--- src/rtl/reset_sequencer.sv ---
// reset_sequencer
//   Power-up / lock-loss reset controller for the PLL clock manager. It runs on the
//   board reference clock, which also feeds the PLL, so it keeps running while the PLL
//   is unlocked. It holds the PLL in reset, waits for a stable lock, then releases the
//   system reset followed by the cipher-core reset. The sequence restarts on lock loss,
//   and a core soft-reset request re-resets only the cipher core.
//
// Ports
//   clk          board reference clock (same net as PLL clkin)
//   rst_n        asynchronous active-low reset
//   pll_locked   PLL lock indication, asynchronous to clk
//   soft_rst_req one-cycle request to re-reset the cipher core (honoured in RUN only)
//   pll_areset   active-high PLL reset
//   sys_rst_n    active-low system reset, synchronous to clk
//   core_rst_n   active-low cipher-core reset, synchronous to clk
//   ready        high only while the sequence is complete (RUN)
//   lock_retries saturating count of lock timeouts
//   state_o      encoded FSM state for debug
module reset_sequencer #(
   parameter int unsigned PLL_RST_CYCLES     = 16,
   parameter int unsigned LOCK_STABLE_CYCLES = 1024,
   parameter int unsigned LOCK_TIMEOUT       = 65536,
   parameter int unsigned SEQ_GAP            = 64,
   parameter int unsigned CNT_W              = 17
) (
   input  logic       clk,
   input  logic       rst_n,
   input  logic       pll_locked,
   input  logic       soft_rst_req,
   output logic       pll_areset,
   output logic       sys_rst_n,
   output logic       core_rst_n,
   output logic       ready,
   output logic [7:0] lock_retries,
   output logic [2:0] state_o
);

   localparam logic [2:0] StPllRst   = 3'd0;
   localparam logic [2:0] StWaitLock = 3'd1;
   localparam logic [2:0] StRelSys   = 3'd2;
   localparam logic [2:0] StRelCore  = 3'd3;
   localparam logic [2:0] StRun      = 3'd4;
   localparam logic [2:0] StCoreRst  = 3'd5;

   localparam logic [CNT_W-1:0] PllRstLast  = CNT_W'(PLL_RST_CYCLES - 1);
   localparam logic [CNT_W-1:0] StableLast  = CNT_W'(LOCK_STABLE_CYCLES - 1);
   localparam logic [CNT_W-1:0] TimeoutLast = CNT_W'(LOCK_TIMEOUT - 1);
   localparam logic [CNT_W-1:0] GapLast     = CNT_W'(SEQ_GAP - 1);

   logic [1:0]       sync_q;
   logic             lk;
   logic [2:0]       state_q, state_d;
   logic [CNT_W-1:0] cnt_q, cnt_d;
   logic [CNT_W-1:0] stable_q, stable_d;
   logic [7:0]       retries_q, retries_d;
   logic             pll_areset_q, pll_areset_d;
   logic             sys_rst_n_q, sys_rst_n_d;
   logic             core_rst_n_q, core_rst_n_d;
   logic             ready_q, ready_d;

   assign lk = sync_q[1];

   always_ff @(posedge clk or negedge rst_n) begin
      if (!rst_n) begin
         sync_q <= 2'b00;
      end else begin
         sync_q <= {sync_q[0], pll_locked};
      end
   end

   always_comb begin
      state_d   = state_q;
      cnt_d     = cnt_q + CNT_W'(1);
      stable_d  = '0;
      retries_d = retries_q;
      unique case (state_q)
         StPllRst: begin
            if (cnt_q == PllRstLast) state_d = StWaitLock;
         end
         StWaitLock: begin
            // Lock loss here only restarts the stability window.
            if (lk) stable_d = stable_q + CNT_W'(1);
            if (lk && (stable_q == StableLast)) begin
               state_d = StRelSys;
            end else if (cnt_q == TimeoutLast) begin
               state_d = StPllRst;
               if (retries_q != 8'hff) retries_d = retries_q + 8'd1;
            end
         end
         StRelSys: begin
            if (!lk)                     state_d = StPllRst;
            else if (cnt_q == GapLast)   state_d = StRelCore;
         end
         StRelCore: begin
            cnt_d = '0;
            if (!lk) state_d = StPllRst;
            else     state_d = StRun;
         end
         StRun: begin
            cnt_d = '0;
            // Lock loss outranks a simultaneous soft-reset request.
            if (!lk)               state_d = StPllRst;
            else if (soft_rst_req) state_d = StCoreRst;
         end
         StCoreRst: begin
            if (!lk)                   state_d = StPllRst;
            else if (cnt_q == GapLast) state_d = StRelCore;
         end
         default: state_d = StPllRst;
      endcase
      if (state_d != state_q) cnt_d = '0;
   end

   // Outputs are decoded from the next state so they change on the same edge as the
   // state register while still being driven straight from flops.
   always_comb begin
      pll_areset_d = (state_d == StPllRst);
      sys_rst_n_d  = (state_d == StRelSys) || (state_d == StRelCore) ||
                     (state_d == StRun)    || (state_d == StCoreRst);
      core_rst_n_d = (state_d == StRelCore) || (state_d == StRun);
      ready_d      = (state_d == StRun);
   end

   always_ff @(posedge clk or negedge rst_n) begin
      if (!rst_n) begin
         state_q      <= StPllRst;
         cnt_q        <= '0;
         stable_q     <= '0;
         retries_q    <= 8'd0;
         pll_areset_q <= 1'b1;
         sys_rst_n_q  <= 1'b0;
         core_rst_n_q <= 1'b0;
         ready_q      <= 1'b0;
      end else begin
         state_q      <= state_d;
         cnt_q        <= cnt_d;
         stable_q     <= stable_d;
         retries_q    <= retries_d;
         pll_areset_q <= pll_areset_d;
         sys_rst_n_q  <= sys_rst_n_d;
         core_rst_n_q <= core_rst_n_d;
         ready_q      <= ready_d;
      end
   end

   assign pll_areset   = pll_areset_q;
   assign sys_rst_n    = sys_rst_n_q;
   assign core_rst_n   = core_rst_n_q;
   assign ready        = ready_q;
   assign lock_retries = retries_q;
   assign state_o      = state_q;

endmodule
--- config.mk ---
export PLATFORM = sky130hd
export DESIGN_NAME = reset_sequencer
export DESIGN_NICKNAME = d
export VERILOG_FILES = /design/src/rtl/reset_sequencer.sv
export SDC_FILE = /design/constraint.sdc
export NUM_CORES = 1
export LEC_CHECK = 0
export CAP_MARGIN = 20
export CORE_MARGIN = 4
export CORE_UTILIZATION = 34
export CTS_CLUSTER_SIZE = 12
export DETAILED_ROUTE_END_ITERATION = 7
export GPL_TIMING_DRIVEN = 0
export PLACE_DENSITY_LB_ADDON = 0.05
export SLEW_MARGIN = 20
export SYNTH_ARGS = -nofsm -noshare
export SYNTH_HDL_FRONTEND = slang
export SYNTH_SLANG_ARGS = --single-unit
--- constraint.sdc ---
create_clock -name clk -period 6.48 [get_ports clk]
set_input_delay 1.296 -clock clk [delete_from_list [all_inputs] [get_ports clk]]
set_output_delay 1.296 -clock clk [all_outputs]
set_load 0.02 [all_outputs]
==> reports/metrics.yaml <==
status:
  outcome: "finished, final reports clean"
floorplan:
  rows: 32
  start_util_pct: 34.9
  die_w_um: 97.1
  core-area_sq_um: 7730
  die_area_sq_um: 9420
  num_io_pins: 19
  die_y_um: 97.1
synth:
  ys_ff_latch: 51
  synth_top_family_by_area: "simple AND/OR/NAND/NOR gates"
  ys.flop_type: "dfrtp_1"
  yosysTopAreaCell: "dfrtp_1"
  synthAdderAreaFrac_pct: 1.86
  mappedNetlistArea_sq_um: 2700
  synth_xor_area_share_pct: 11.7
  yosys_warnings: 0
  yosysUniqueCellTypes: 44
  yosysSeqAreaShare_pct: 47.4
  muxShareOfSynthArea_pct: 0
  postSynthAreaPerCell_sq_um: 10.1
  synth_top_area_share_pct: 46.4
  synthCells: 267
  async_flop_share_pct: 100
  synth_area_leaders: "dfrtp_1 46%, xnor2_1 6.2%, xor2_1 5.5%"
  syn_nets: 275
  synthSimpleGateAreaFrac_pct: 31.3
  synth_compound_area_share_pct: 4.22
  synth_edf_count: 0
placed_design:
  dpl.hpwl_um: 3970
  placed_area_sq_um: 3000
  placed_cells: 387
  gp_congestion: 0.768
  io_buffers: 18
final_layout:
  final_common_cell: "dfrtp_1"
  final_cell_mix: "50 x dfrtp_1, 29 x nand2_1, 23 x nor2_1, 19 x xnor2_1"
  area_growth_pct: 16.4
  final_net_count: 300
  utilization_pct: 40.6
  antenna_cells: 0
  drive_above_1_share_pct: 12.3
  finalNonFillerCells: 395
  design_area_sq_um: 3140
cts:
  cts_resized: 0
  post_cts_buffers: 0
  cts_root_buf: "clkbuf_8"
  htree_levels: 2
  cts_buffers: 5
  clkTransAtPathRegs_ns: 0.10
  hold_buffers: 0
  cts_tree: "built"
  clock_path_buffers: 2
  clock_latency_ns: 0.31
  cts.sink_count: 51
hold_path:
  whs_path_depth: 0
  min-delay-start: "sync_q[0]$_DFF_PN0_"
  min_path_type: "register to register"
  holdPathEnd: "sync_q[1]$_DFF_PN0_"
worst_setup_path:
  cpMaxStageDelayCell: "clkdlybuf4s50_1"
  worstSetupStartpointType: "register"
  path_cells: "clkdlybuf4s50_1"
  regToRegSetupSlack_ns: 3.77
  r2r_start: "cnt_q[0]$_DFF_PN0_"
  cp_top_family: "buffers and inverters"
  critical_path_class: "register to primary output"
  cp_data_arrival_time_ns: 1.46
  max_stage_delay_ns: 0.66
  cp.buffers_inverters: 1
  cp-end-kind: "primary output"
  cp_data_required_time_ns: 5.18
  r2r-end: "cnt_q[15]$_DFF_PN0_"
  path_max_fanout: 9
  reg2reg_depth: 11
sta:
  setup_viol: 0
  clock_skew_ns: 0.0128
  finalSetupTns_ns: 0
  relSlewSlack_pct: 54.9
  tightest_slew_ns: 0.677
  period_needed_ns: 2.75
  slew_violations: 0
  rsz0062_at_grt: "no"
  timing.final.crit_share_pct: 42.5
  fmax_ghz: 0.363
  hold_viol: 0
route:
  viasPerCell: 5.01
  drc: 0
  num_vias: 1980
  wl_per_cell_um: 14.8
  first_pass_iters: 5
  dr.first_iter.drc_count: 136
  wl_um: 5860
  ant_nets: 0
grt:
  antenna_found_initial: 0
  overflow: 0
  grt_max_degree: 52
  grt_pass1_wl_um: 10300
  track_usage_pct: 13.3
  grt_pass1_vias: 1996
power_and_ir_drop:
  ir_drop_mv: 0.0807
  swShare_pct: 21.0
  switchingPower_mw: 0.127
  intPower_mw: 0.479
  combPwrFrac_pct: 2.8
  p_leak_nw: 1.43
  pwr-share-seq_pct: 53.1
  power_frac_clock_pct: 44.1
  power.density_nw_per_um2: 193
  total_power_mw: 0.606
flow_run:
  drv_cap: 0
[worst max path at each step]
stage | depth (start not counted) | slack [ns] | from | endpoint
after global placement | 1 | 2.40 | rst_n | lock_retries[3]$_DFFE_PN0P_
after global routing | 11 | 3.51 | cnt_q[0]$_DFF_PN0_ | cnt_q[11]$_DFF_PN0_
final | 1 | 3.73 | state_o[1]$_DFF_PN0_ | state_o[1]
after detailed placement | 6 | 3.46 | soft_rst_req | cnt_q[11]$_DFF_PN0_
after CTS | 1 | 3.69 | state_o[1]$_DFF_PN0_ | state_o[1]
after floorplan | 7 | 4.22 | soft_rst_req | cnt_q[10]$_DFF_PN0_
[registers in the layout, summed over array words and instances, names as in the netlist]
name          flops
core_rst_n        1
ready             1
sync_q            2
sys_rst_n         1
pll_areset        1
cnt_q            17
stable_q         17
state_o           3
lock_retries      8
[logic make-up (layout without fill, tap and decap cells)]
kind of cell / count (synthesis) / count (layout)
adder cells (fa/ha/maj): 4 / 4
AND/OR/NAND/NOR: 144 / 144
flip-flops: 51 / 51
buffers and inverters: 17 / 43
XOR/XNOR: 36 / 36
AO/OA/AOI/OAI: 15 / 15
[through the flow]
| step | setup slack [ns] | hold slack (ns) |
|---|---|---|
| 6_report | 3.73 | 0.357 |
| 4_1_cts | 3.69 | 0.360 |
| 5_1_grt | 3.51 | 0.364 |
| 3_5_place_dp | 3.46 | 0.335 |
| 2_1_floorplan | 4.22 | 0.331 |
| 3_3_place_gp | 2.40 | 0.335 |
[layer usage]
metal | share of wire [%] | wire, um | vias to the layer above | track usage (%)
met2 | 43 | 2510 | 32 | 19.2
met4 | 1.3 | 74 | 0 | 3.56
met3 | 3.3 | 196 | 6 | 2.87
li1 | - | - | 997 | -
met1 | 53 | 3080 | 945 | 20.0
met5 | 0 | 0 | - | 0
[power by group through the flow]
stage | clock network [mW] | registers (mW) | logic (mW)
6_report | 0.267 | 0.322 | 0.0171
5_1_grt | 0.288 | 0.322 | 0.0198
4_1_cts | 0.276 | 0.322 | 0.0181
3_5_place_dp | 0 | 0.328 | 0.0179
3_3_place_gp | 0 | 0.328 | 0.0181
2_1_floorplan | 0 | 0.328 | 0.00699
[area by class of cell]
cell class | instances | area, sq um
buffer | 10 | 70.1
clock buffer | 5 | 68.8
clock inverter | 3 | 67.6
fill | 763 | 4590
inverter | 7 | 26.3
multi-input combinational | 199 | 1320
sequential | 51 | 1280
tap | 102 | 128
timing repair buffer | 18 | 178
[synth_stat cells, drive strengths merged, types with 2 or more instances]
cell type and instances:
nand2 29, ha 4, dfrtp 50, o211a 2
o21ai 3, clkbuf 2, and4 6, nor2 23
nand3 19, buf 8, xnor2 19, nand3b 4
or3 2, nor3 21, xor2 17, nor4 7
and3 12, nand4 12, a21oi 2, inv 7
nor4b 3, o211ai 3
Note: power is estimated with default switching activity, not from simulation.
==> RTL change (same flow settings) <==
Set the parameter `CNT_W` to 15 (it was 17).
--- a/src/rtl/reset_sequencer.sv
+++ b/src/rtl/reset_sequencer.sv
@@ -21,7 +21,7 @@
    parameter int unsigned LOCK_STABLE_CYCLES = 1024,
    parameter int unsigned LOCK_TIMEOUT       = 65536,
    parameter int unsigned SEQ_GAP            = 64,
-   parameter int unsigned CNT_W              = 17
+   parameter int unsigned CNT_W              = 15
 ) (
    input  logic       clk,
    input  logic       rst_n,
Function: no difference found for any inputs over 10 cycles, from zero or initial values and one cycle with rst_n low; that may be too few to reach the edited logic, so the function may still have changed.
==> RTL change against the original RTL <==
  * Register-to-register slack gained 0.04 ns
  * First-iteration DRC count decreased by 39%
  * Total power down 12%
  * Die area shrank 15%
  * Synthesized cell count is 17% lower
  * Sequential cell count fell by 4
  * Final area shrank 15%
  * Area after synthesis fell by 16%
  * Global-route usage shrank 0.33 points
  * Wire length is 23% lower
  * Worst setup slack gained 0.046 ns
  * Utilization grew 0.81 points
  * Clock power shrank 15%
  * Critical endpoint is now pll_areset
  * Largest cell class is now sequential cells
==> RTL change: results (changes against the original RTL) <==
Run status
  – Outcome: finished clean

Yosys
  – Syn nets: 228 (-17%)
  – Post-synth ARST share: 100.0% (unchanged)
  – Post-synth top flop: dfrtp_1
  – Gate Count Post-Synth: 221 (-17%)
  – Distinct cells, synth: 38 (-14%)
  – Top cells by count, synth: dfrtp_1, nor2_1, xnor2_1, nand3_1
  – Sequential-to-total area share from yosys stat: 51.90% (+4.5 points)
  – Synth area leaders: dfrtp_1, xnor2_1, nor2_1, xor2_1, nand3_1

Detailed routing
  – Via count: 1610 (-19%)
  – 1st-pass router iterations: 4 (-1)
  – Routed WL per cell: 13.96 um (-5.9%)
  – DR iter-0 viols: 83 (-39%)
  – Number of vias per cell: 4.969 (-0.87%)

Clocking
  – Clock-pin slew on the worst setup and hold paths: 0.09 ns
  – Clk buf depth: 2 (unchanged)
  – Clock insertion delay at the later pin of the skew report: 0.30 ns
  – H-tree depth: 2 (unchanged)
  – Clock Root Buffer: clkbuf_8

STA
  – Clock Skew: 0.01006 ns (-0.002718 ns)
  – Post-route setup slack: 3.771 ns (+0.04592 ns)
  – Rel. slew slack: 60.91% (+6.0 points)
  – Slew Viols, Final: 0 (unchanged)

Power
  – Internal power: 0.4233 mW (-12%)
  – Max IR drop VDD: 96.02 uV (+19%)
  – Leakage: 1.172 nW (-18%)

Finish
  – Fill cell count: 647 (-15%)
  – Final Net Count: 253 (-16%)
  – Diode count: 0 (unchanged)
  – Fraction of layout cells with a size suffix above 1: 10.12% (-2.2 points)

Hold path
  – Worst hold start: sync_q[0]
  – Worst Hold Depth: 0 (unchanged)

Critical path
  – Crit path DAT: 1.41 ns (-0.05 ns)
  – Worst Setup SP: pll_areset
  – R2R depth: 6 (-5)
  – Worst reg2reg path endpoint: cnt_q[7]
  – CP Max Fanout: 1 (-8)
  – Reg-to-reg startpoint: stable_q[11]
  – Worst stage delay on the critical path: 0.59 ns (-0.07 ns)
  – Worst Setup EP: pll_areset
  – Crit path max-delay family: buffers and inverters

Placement
  – DP Worst Slack: 3.498 ns (+0.03292 ns)
  – DP Wirelength: 3097 um (-22%)
  – Placer Congestion: 0.7305 (-4.9%)
  – Placed cells: 316 (-18%)
  – Placed inst area: 0.002542 sq mm (-15%)

GRT
  – Vias in the first global route: 1679 (-16%)
  – First-pass GRT wire length: 8052 um (-22%)
  – Gr usage total: 12.97% (-0.33 points)
  – Pin count of the biggest net entering global routing: 48 (-7.7%)
==> RTL change: cell count changes after synthesis, sizes merged, moves of 5 or more <==
cell / unedited run / this run
nor3: 21 / 11
nand2: 29 / 13
and3: 12 / 7
nor2: 23 / 36
nand3: 19 / 14
buf: 8 / 2
==> RTL change: logic make-up after synthesis <==
group	share of synthesized area, %
flip-flops	51.90
XOR/XNOR	12.74
AND/OR/NAND/NOR	25.15
adder cells (fa/ha/maj)	1.655
buffers and inverters	3.144
multiplexers	1.544
AO/OA/AOI/OAI	3.861
==> RTL change: final cells by class <==
class,count,share of cell area [%]
Buffer,6,1.693
Clock buffer,6,3.104
Clock inverter,2,1.317
Inverter,7,0.9878
Multi-Input combinational cell,161,38.33
Sequential cell,47,44.26
Tap cell,77,3.622
Timing Repair Buffer,18,6.679
==> RTL change: power groups by stage <==
stage	logic [mW]	registers [mW]	clock network, mW
final	0.0113	0.297	0.228
after floorplan	0.00325	0.303	0
after global placement	0.0125	0.303	0
after CTS	0.0122	0.298	0.239
after global routing	0.0138	0.298	0.252
after detailed placement	0.0120	0.303	0
==> RTL change: per-stage QoR <==
step / hold WS, ns / power [mW] / utilization (%)
global placement: 0.3435 / 0.3159 / 39.63
detailed placement: 0.3451 / 0.3155 / 39.59
CTS: 0.3574 / 0.5485 / 41.42
floorplan: 0.3312 / 0.3060 / -
finish: 0.3505 / 0.5364 / 41.42
global route: 0.3632 / 0.5636 / 41.42
==> RTL change: metal layers <==
layer,global-route usage [%],share of wire [%]
met5,0,0
met4,3.248,0.91
met3,3.558,2.8
met2,20.08,45
met1,17.99,51
